==> src/rtl/div_share_arb_if.sv <==
// Interface for the shared-divider arbiter: two requester channels, the response
// channel and the divider port set. The arbiter takes the slave view.
interface div_share_arb_if #(
    parameter int N = 32
);
    logic         req0_valid;
    logic [N-1:0] req0_x;
    logic [N-1:0] req0_y;
    logic         req0_ready;
    logic         req1_valid;
    logic [N-1:0] req1_x;
    logic [N-1:0] req1_y;
    logic         req1_ready;

    logic         resp_valid;
    logic         resp_id;
    logic [N-1:0] resp_q;
    logic [N-1:0] resp_r;
    logic         resp_err;
    logic         resp_tmo;

    logic [N-1:0] div_x;
    logic [N-1:0] div_y;
    logic         div_in_valid;
    logic [N-1:0] div_q;
    logic [N-1:0] div_r;
    logic         div_out_valid;
    logic         div_in_error;

    logic         busy;

    modport slave (
        input  req0_valid, req0_x, req0_y, req1_valid, req1_x, req1_y,
        input  div_q, div_r, div_out_valid, div_in_error,
        output req0_ready, req1_ready,
        output resp_valid, resp_id, resp_q, resp_r, resp_err, resp_tmo,
        output div_x, div_y, div_in_valid, busy
    );

    modport master (
        output req0_valid, req0_x, req0_y, req1_valid, req1_x, req1_y,
        output div_q, div_r, div_out_valid, div_in_error,
        input  req0_ready, req1_ready,
        input  resp_valid, resp_id, resp_q, resp_r, resp_err, resp_tmo,
        input  div_x, div_y, div_in_valid, busy
    );
endinterface

==> src/rtl/div_share_arb.sv <==
// Round-robin arbiter that shares one signed divider between two requesters,
// sequencing issue/wait/response with a watchdog against a hung divider.
module div_share_arb #(
    parameter int N       = 32,
    parameter int TIMEOUT = 64
) (
    input logic             clk,
    input logic             rst,
    div_share_arb_if.slave  bus
);
    localparam int CW = $clog2(TIMEOUT);

    typedef enum logic [1:0] {IDLE, ISSUE, WAIT, RESP} state_t;

    state_t       state_q, state_d;
    logic         lastGrant_q, lastGrant_d;
    logic         owner_q, owner_d;
    logic [N-1:0] opX_q, opX_d;
    logic [N-1:0] opY_q, opY_d;
    logic [N-1:0] respQ_q, respQ_d;
    logic [N-1:0] respR_q, respR_d;
    logic         respErr_q, respErr_d;
    logic         respTmo_q, respTmo_d;
    logic [CW-1:0] cnt_q, cnt_d;
    logic         grant;
    logic         anyReq;

    always_ff @(posedge clk or posedge rst) begin
        if (rst) begin
            state_q     <= IDLE;
            lastGrant_q <= 1'b1;
            owner_q     <= 1'b0;
            opX_q       <= '0;
            opY_q       <= '0;
            respQ_q     <= '0;
            respR_q     <= '0;
            respErr_q   <= 1'b0;
            respTmo_q   <= 1'b0;
            cnt_q       <= '0;
        end else begin
            state_q     <= state_d;
            lastGrant_q <= lastGrant_d;
            owner_q     <= owner_d;
            opX_q       <= opX_d;
            opY_q       <= opY_d;
            respQ_q     <= respQ_d;
            respR_q     <= respR_d;
            respErr_q   <= respErr_d;
            respTmo_q   <= respTmo_d;
            cnt_q       <= cnt_d;
        end
    end

    // Under contention the requester that did not win last time gets the grant.
    always_comb begin
        anyReq = bus.req0_valid | bus.req1_valid;
        if (bus.req0_valid && bus.req1_valid) begin
            grant = ~lastGrant_q;
        end else begin
            grant = bus.req1_valid;
        end
    end

    always_comb begin
        state_d     = state_q;
        lastGrant_d = lastGrant_q;
        owner_d     = owner_q;
        opX_d       = opX_q;
        opY_d       = opY_q;
        respQ_d     = respQ_q;
        respR_d     = respR_q;
        respErr_d   = respErr_q;
        respTmo_d   = respTmo_q;
        cnt_d       = cnt_q;
        case (state_q)
            IDLE: begin
                if (anyReq) begin
                    opX_d       = grant ? bus.req1_x : bus.req0_x;
                    opY_d       = grant ? bus.req1_y : bus.req0_y;
                    owner_d     = grant;
                    lastGrant_d = grant;
                    state_d     = ISSUE;
                end
            end
            ISSUE: begin
                cnt_d   = '0;
                state_d = WAIT;
            end
            WAIT: begin
                // The watchdog fires when the incremented count reaches TIMEOUT-1,
                // so the response lands TIMEOUT cycles after the issue cycle.
                cnt_d = cnt_q + 1'b1;
                if (bus.div_in_error) begin
                    respQ_d   = '0;
                    respR_d   = '0;
                    respErr_d = 1'b1;
                    respTmo_d = 1'b0;
                    state_d   = RESP;
                end else if (bus.div_out_valid) begin
                    respQ_d   = bus.div_q;
                    respR_d   = bus.div_r;
                    respErr_d = 1'b0;
                    respTmo_d = 1'b0;
                    state_d   = RESP;
                end else if (cnt_d == CW'(TIMEOUT - 1)) begin
                    respQ_d   = '0;
                    respR_d   = '0;
                    respErr_d = 1'b1;
                    respTmo_d = 1'b1;
                    state_d   = RESP;
                end
            end
            RESP: begin
                state_d = IDLE;
            end
            default: begin
                state_d = IDLE;
            end
        endcase
    end

    assign bus.req0_ready   = (state_q == IDLE) && anyReq && !grant;
    assign bus.req1_ready   = (state_q == IDLE) && anyReq && grant;
    assign bus.div_in_valid = (state_q == ISSUE);
    assign bus.div_x        = (state_q == IDLE) ? '0 : opX_q;
    assign bus.div_y        = (state_q == IDLE) ? '0 : opY_q;
    assign bus.busy         = (state_q != IDLE);
    assign bus.resp_valid   = (state_q == RESP);
    assign bus.resp_id      = owner_q;
    assign bus.resp_q       = respQ_q;
    assign bus.resp_r       = respR_q;
    assign bus.resp_err     = respErr_q;
    assign bus.resp_tmo     = respTmo_q;
endmodule
==> src/flat_wrapper.sv <==
// flat-port wrapper written by rule: the top's interface ports become plain ports
module div_share_arb_flat 
#(
    parameter int N       = 32,
    parameter int TIMEOUT = 64
)
  (clk, rst, bus_req0_valid, bus_req0_x, bus_req0_y, bus_req1_valid, bus_req1_x, bus_req1_y, bus_div_q, bus_div_r, bus_div_out_valid, bus_div_in_error, bus_req0_ready, bus_req1_ready, bus_resp_valid, bus_resp_id, bus_resp_q, bus_resp_r, bus_resp_err, bus_resp_tmo, bus_div_x, bus_div_y, bus_div_in_valid, bus_busy);
  div_share_arb_if #(.N(N)) bus_i ();
  input logic clk;
  input logic rst;
  input wire logic [$bits(bus_i.req0_valid)-1:0] bus_req0_valid;
  input wire logic [$bits(bus_i.req0_x)-1:0] bus_req0_x;
  input wire logic [$bits(bus_i.req0_y)-1:0] bus_req0_y;
  input wire logic [$bits(bus_i.req1_valid)-1:0] bus_req1_valid;
  input wire logic [$bits(bus_i.req1_x)-1:0] bus_req1_x;
  input wire logic [$bits(bus_i.req1_y)-1:0] bus_req1_y;
  input wire logic [$bits(bus_i.div_q)-1:0] bus_div_q;
  input wire logic [$bits(bus_i.div_r)-1:0] bus_div_r;
  input wire logic [$bits(bus_i.div_out_valid)-1:0] bus_div_out_valid;
  input wire logic [$bits(bus_i.div_in_error)-1:0] bus_div_in_error;
  output wire logic [$bits(bus_i.req0_ready)-1:0] bus_req0_ready;
  output wire logic [$bits(bus_i.req1_ready)-1:0] bus_req1_ready;
  output wire logic [$bits(bus_i.resp_valid)-1:0] bus_resp_valid;
  output wire logic [$bits(bus_i.resp_id)-1:0] bus_resp_id;
  output wire logic [$bits(bus_i.resp_q)-1:0] bus_resp_q;
  output wire logic [$bits(bus_i.resp_r)-1:0] bus_resp_r;
  output wire logic [$bits(bus_i.resp_err)-1:0] bus_resp_err;
  output wire logic [$bits(bus_i.resp_tmo)-1:0] bus_resp_tmo;
  output wire logic [$bits(bus_i.div_x)-1:0] bus_div_x;
  output wire logic [$bits(bus_i.div_y)-1:0] bus_div_y;
  output wire logic [$bits(bus_i.div_in_valid)-1:0] bus_div_in_valid;
  output wire logic [$bits(bus_i.busy)-1:0] bus_busy;
  assign bus_i.req0_valid = bus_req0_valid;
  assign bus_i.req0_x = bus_req0_x;
  assign bus_i.req0_y = bus_req0_y;
  assign bus_i.req1_valid = bus_req1_valid;
  assign bus_i.req1_x = bus_req1_x;
  assign bus_i.req1_y = bus_req1_y;
  assign bus_i.div_q = bus_div_q;
  assign bus_i.div_r = bus_div_r;
  assign bus_i.div_out_valid = bus_div_out_valid;
  assign bus_i.div_in_error = bus_div_in_error;
  assign bus_req0_ready = bus_i.req0_ready;
  assign bus_req1_ready = bus_i.req1_ready;
  assign bus_resp_valid = bus_i.resp_valid;
  assign bus_resp_id = bus_i.resp_id;
  assign bus_resp_q = bus_i.resp_q;
  assign bus_resp_r = bus_i.resp_r;
  assign bus_resp_err = bus_i.resp_err;
  assign bus_resp_tmo = bus_i.resp_tmo;
  assign bus_div_x = bus_i.div_x;
  assign bus_div_y = bus_i.div_y;
  assign bus_div_in_valid = bus_i.div_in_valid;
  assign bus_busy = bus_i.busy;
  div_share_arb #(.N(N), .TIMEOUT(TIMEOUT)) u_core (.clk(clk), .rst(rst), .bus(bus_i));
endmodule
==> config.mk <==
export PLATFORM = sky130hd
export DESIGN_NAME = div_share_arb_flat
export DESIGN_NICKNAME = d
export VERILOG_FILES = /design/src/rtl/div_share_arb_if.sv /design/src/rtl/div_share_arb.sv /design/src/flat_wrapper.sv
export SDC_FILE = /design/constraint.sdc
export NUM_CORES = 1
export LEC_CHECK = 0
export BUFFER_PORTS_ARGS = -buffer_cell sky130_fd_sc_hd__buf_2
export CORE_ASPECT_RATIO = 0.7
export CORE_MARGIN = 5
export CORE_UTILIZATION = 49
export CTS_CLUSTER_DIAMETER = 120
export DETAILED_ROUTE_END_ITERATION = 6
export GPL_TIMING_DRIVEN = 0
export MAX_ROUTING_LAYER = met4
export PLACE_DENSITY_LB_ADDON = 0.3
export SETUP_SLACK_MARGIN = 0.05
export SLEW_MARGIN = 20
export SYNTH_ARGS = -nofsm -noshare
export SYNTH_HDL_FRONTEND = slang
export SYNTH_SLANG_ARGS = --single-unit
==> constraint.sdc <==
create_clock -name clk -period 7.22 [get_ports clk]
set_clock_uncertainty 0.2 [all_clocks]
set_input_delay 1.444 -clock clk [delete_from_list [all_inputs] [get_ports clk]]
set_output_delay 1.444 -clock clk [all_outputs]
set_load 0.05 [all_outputs]
# Yosys cells after proc, flatten, opt, wreduce, memory -nomap -nowiden
# Cells that the tools add are included.
[classes]
bitwise = 2
mux = 20
add_sub_neg = 1
eq_ne = 6
reduce_logical = 12
[op_table]
columns = ["op", "n"]
rows = [
  ["32-bit two-way mux", 9],
  ["6-bit one-hot mux with 2 select lines", 1],
  ["2-bit two-way mux", 4],
  ["2-bit one-hot mux with 4 select lines", 1],
  ["6-bit by 1-bit adder with 6-bit output (second input constant)", 1],
  ["6-bit == test (second input constant)", 1],
  ["2-bit AND reduction", 3],
  ["1-bit two-way mux", 5],
  ["2-bit == test (second input constant)", 2],
  ["1-bit logical AND", 4],
  ["4-bit by 3-bit != test with 1-bit output (second input constant)", 1],
  ["2-bit nonzero test", 2],
  ["3-bit nonzero test", 1],
  ["2-bit by 1-bit == test with 1-bit output (second input constant)", 1],
  ["2-bit logical NOT", 1],
  ["2-bit by 1-bit != test with 1-bit output (second input constant)", 1],
  ["1-bit logical NOT", 1],
  ["1-bit inverter", 1],
  ["1-bit bitwise OR", 1],
]
[totals]
regBits = 140
input_bits = 198
out_inout_bits = 136

# Logic depth before layout (Yosys ltp)
[depth]
word_depth = 6
depth_mapped = 9

# Worst setup path before layout
# No wires, ideal clock.
[synth_path]
path_type = "input-to-output"
startpoint = "input bus_req1_valid"
endpoint = "output bus_req1_ready"
arrival_time_ns = 2.321
path_slack_ns = 3.255
cell_stages = 3
t_required_ns = 5.576
n_path_buf = 1
cell_sequence = "nand2_1 -> a21oi_1 -> clkbuf_1"
[synth_via]
elab_chain_cells = 3
[synth_rtl]
columns = ["item", "line", "text"]
rows = [
  ["from (decl)", "flat_wrapper.sv:14", "input wire logic [$bits(bus_i.req1_valid)-1:0] bus_req1_valid;"],
  ["1-bit bitwise OR or 1-bit logical AND (tied branches)", "div_share_arb.sv:56, div_share_arb.sv:57", ""],
  ["1-bit logical AND or 1-bit two-way mux (tied branches)", "div_share_arb.sv:123, div_share_arb.sv:57", ""],
  ["1-bit logical AND (*)", "div_share_arb.sv:123", "assign bus.req1_ready = (state_q == IDLE) && anyReq && grant;"],
  ["to (decl)", "flat_wrapper.sv:22", "output wire logic [$bits(bus_i.req1_ready)-1:0] bus_req1_ready;"],
]
# Every way passes the cells marked *; elsewhere a longest branch is shown, timed or not.

# Worst setup path in the final report
# Ends and elaborated chain as after synthesis.

==> flow_summary_export.csv <==
group,metric,value,unit
timing,rsz0062_at_grt,"no",
worst_setup_path,crit_family,"buffers and inverters",
detailed_routing,drt-total-wl,20300,um
grt,grt_pass1_wl,31200,um
grt,overflow,0,
cts,cts.path.max_buffers,2,
synth,synth_edf_count,0,
cts,ctsHoldBuffers,0,
pwr,peakVddDrop,0.335,mV
cts,post_cts_buffers,0,
detailed_routing,first_pass_iters,7,
synth,synth_warnings,0,
synth,synth_ff_type,"dfrtp_1",
die,die_h,106,um
cts,cts_tree,"yes",
final_layout,area.growth.synth_to_final,38.3,%
placement,gp_congestion,0.901,
synth,synth_top_area_frac,0.536,
timing,fin_ws,2.81,ns
placement,dp_hpwl,15500,um
placement,dp.cells,1080,
outcome,status,"completed",
synth,synthArstFlopShare,1.00,
cts,ctsHtreeMaxLevel,4,
placement,place_ws,2.84,ns
detailed_routing,routedWlPerCell,18.3,um
worst_setup_path,required,5.58,ns
hold_path,hold_path.class,"flip-flop to flip-flop",
placement,io_buffers,333,
synth,postSynthCellCount,580,
synth,synth_area,6490,um^2
synth,synth_fp_nets,784,
timing,finalCriticalPeriod,4.41,ns
cts,clkTransAtPathRegs,0.06,ns
worst_setup_path,crit_cells,5,
synth,synth_xor_area_frac,0.00386,
synth,yosysMostFrequentCell,"dfrtp_1",
cts,clock_latency,0.41,ns
detailed_routing,viasPerCell,5.58,
synth,avgSynthCellArea,11.2,um^2
synth,synthAdderAreaFrac,0.0116,
worst_setup_path,max_stage_delay,0.42,ns
grt,antenna_found_initial,1,
synth,synth_top_family_by_area,"compound AO/OA/AOI/OAI gates",
worst_setup_path,crit_type,"primary input to primary output",
synth,synth_cell_types,30,
synth,seq_area_frac_synth,0.540,
worst_setup_path,critPathCaptureType,"primary output",
die,rows,35,
die,ios,334,
worst_setup_path,cp_max_fo,10,
grt,track_usage,0.258,
timing,setup_violations,0,
cts,cts_sinks,140,
timing,holdWs,0.278,ns
worst_setup_path,cp-start-kind,"primary input",
cts,cts_made_buffers,17,
final_layout,drive_gt1_frac,0.401,
worst_setup_path,cp_data_arrival_time,2.76,ns
job,cap_violations,0,
final_layout,fin_cells,1112,
timing,hold_violations,0,
hold_path,timing.hold.worst_path_depth,1,
worst_setup_path,ff2ff_path_depth,9,
synth,synth_commonest_cells,"dfrtp_1 (139), nor2b_1 (129), inv_1 (74), a221o_1 (64), a222oi_1 (64)",
die,core-area,13100,um^2
pwr,p_leak,0.00497,uW
cts,cts_resized,0,
pwr,powerDensity,565,nW/um^2
synth,synth_top_cell_by_area,"dfrtp_1",
die,dieWidth,148,um
grt,grt_pass1_vias,5967,
synth,synthTopCellsByArea,"dfrtp_1 (54%), nor2b_1 (12%), a221o_1 (9.9%), a222oi_1 (9.9%), inv_1 (4.3%)",
synth,synth_seq_cells,140,
worst_setup_path,cp_common_cell,"buf_2",
detailed_routing,antenna_left,0,
die,initial_utilization,0.497,
detailed_routing,drtIter0Drc,598,
grt,grt_max_degree,75,
synth,synth.mux.area_fraction,0.00771,
synth,yosys.area_share.simple,0.143,
worst_setup_path,worst-path-buf-inv,3,
timing,max_freq,227,MHz
timing,drv_slew,0,
worst_setup_path,crit_chain,"buf_2 > nand2_1 > a21oi_1 > clkbuf_1 > buf_2",
timing,setup_tns,0,ns
timing,tightest_slew,0.527,ns
detailed_routing,drc,0,
worst_setup_path,worst_path_max_delay_cell,"clkbuf_1",
synth,synth-compound-area-share,0.215,
cts,clock-root-buffer,"clkbuf_16",
die,die-area,15700,um^2
final_layout,nets,1137,
timing,max_slew_margin,0.649,
detailed_routing,via_count,6204,
timing,finalCritPeriodShare,0.610,
[path summary, 6_finish.rpt]
check                      slack [ns]          startpoint              endpoint
max in group asynchronous        5.20                 rst    u_core.lastGrant_q
hold reg to reg                  0.28  u_core.bus.resp_id    u_core.bus.resp_id
setup reg to reg                 4.63   u_core.state_q[0]      u_core.opY_q[29]
hold / removal                   0.28  u_core.bus.resp_id    u_core.bus.resp_id
setup / recovery                 2.81      bus_req1_valid        bus_req1_ready
min in group asynchronous        0.86                 rst  u_core.bus.resp_q[0]
[layer usage]
layer | routed length (um) | vias up | GRT usage
met1 | 8490 | 3012 | 0.336
met5 | 0 | - | -
met4 | 493 | 0 | 0.0878
li1 | - | 2846 | -
met2 | 9650 | 307 | 0.401
met3 | 1710 | 39 | 0.0609
[registers in the layout (all words and copies together) (netlist names)]
register and flops:
u_core.opX_q 32, u_core.bus.resp_id 1, u_core.lastGrant_q 1, u_core.bus.resp_err 1, u_core.cnt_q 6, u_core.bus.resp_q 32, u_core.opY_q 32, u_core.bus.resp_r 32
u_core.state_q 2, u_core.bus.resp_tmo 1
[power breakdown]
group          total, uW  switching (uW)  internal (uW)
clock                850             340            511
sequential          1340             210           1130
combinational       2870            2070            805
total               5070            2620           2450
[per-stage QoR]
step	utilization	cell area, um^2	total power (uW)
2_1_floorplan	-	6490	3520
5_1_grt	0.688	8980	5330
3_5_place_dp	0.644	8400	4220
6_report	0.688	8980	5070
3_3_place_gp	0.641	8370	4180
4_1_cts	0.688	8970	5090
[cell usage in the layout, fill, tap and decap left out, types with 8 or more instances in the layout]
| cell | count |
|---|---|
| a221o_1 | 64 |
| inv_1 | 73 |
| nor2b_1 | 129 |
| clkbuf_16 | 17 |
| dfrtp_1 | 139 |
| nor2_1 | 8 |
| clkbuf_1 | 40 |
| buf_2 | 338 |
| nand2_1 | 9 |
| a222oi_1 | 64 |
[worst reg2reg max path: cells and delay by family, from the launching register on]
kind	cells	cell delay, ns
flip-flops	1	0.39
AO/OA/AOI/OAI	2	0.55
AND/OR/NAND/NOR	1	0.07
buffers and inverters	5	1.16
adder cells (fa/ha/maj)	1	0.15
[cell type report]
cell class	instances	area, um^2
Timing Repair Buffer	334	1690
Clock buffer	19	433
Fill cell	1003	4070
Sequential cell	140	3500
Multi-Input combinational cell	314	2470
Clock inverter	12	140
Tap cell	166	208
Inverter	74	285
Buffer	52	239
Antenna cell	1	2.50
[cell families after synthesis]
group | after synthesis
buffers and inverters | 126
multiplexers | 5
AND/OR/NAND/NOR | 155
adder cells (fa/ha/maj) | 6
XOR/XNOR | 2
AO/OA/AOI/OAI | 146
flip-flops | 140
(Power assumes the default switching activity.)
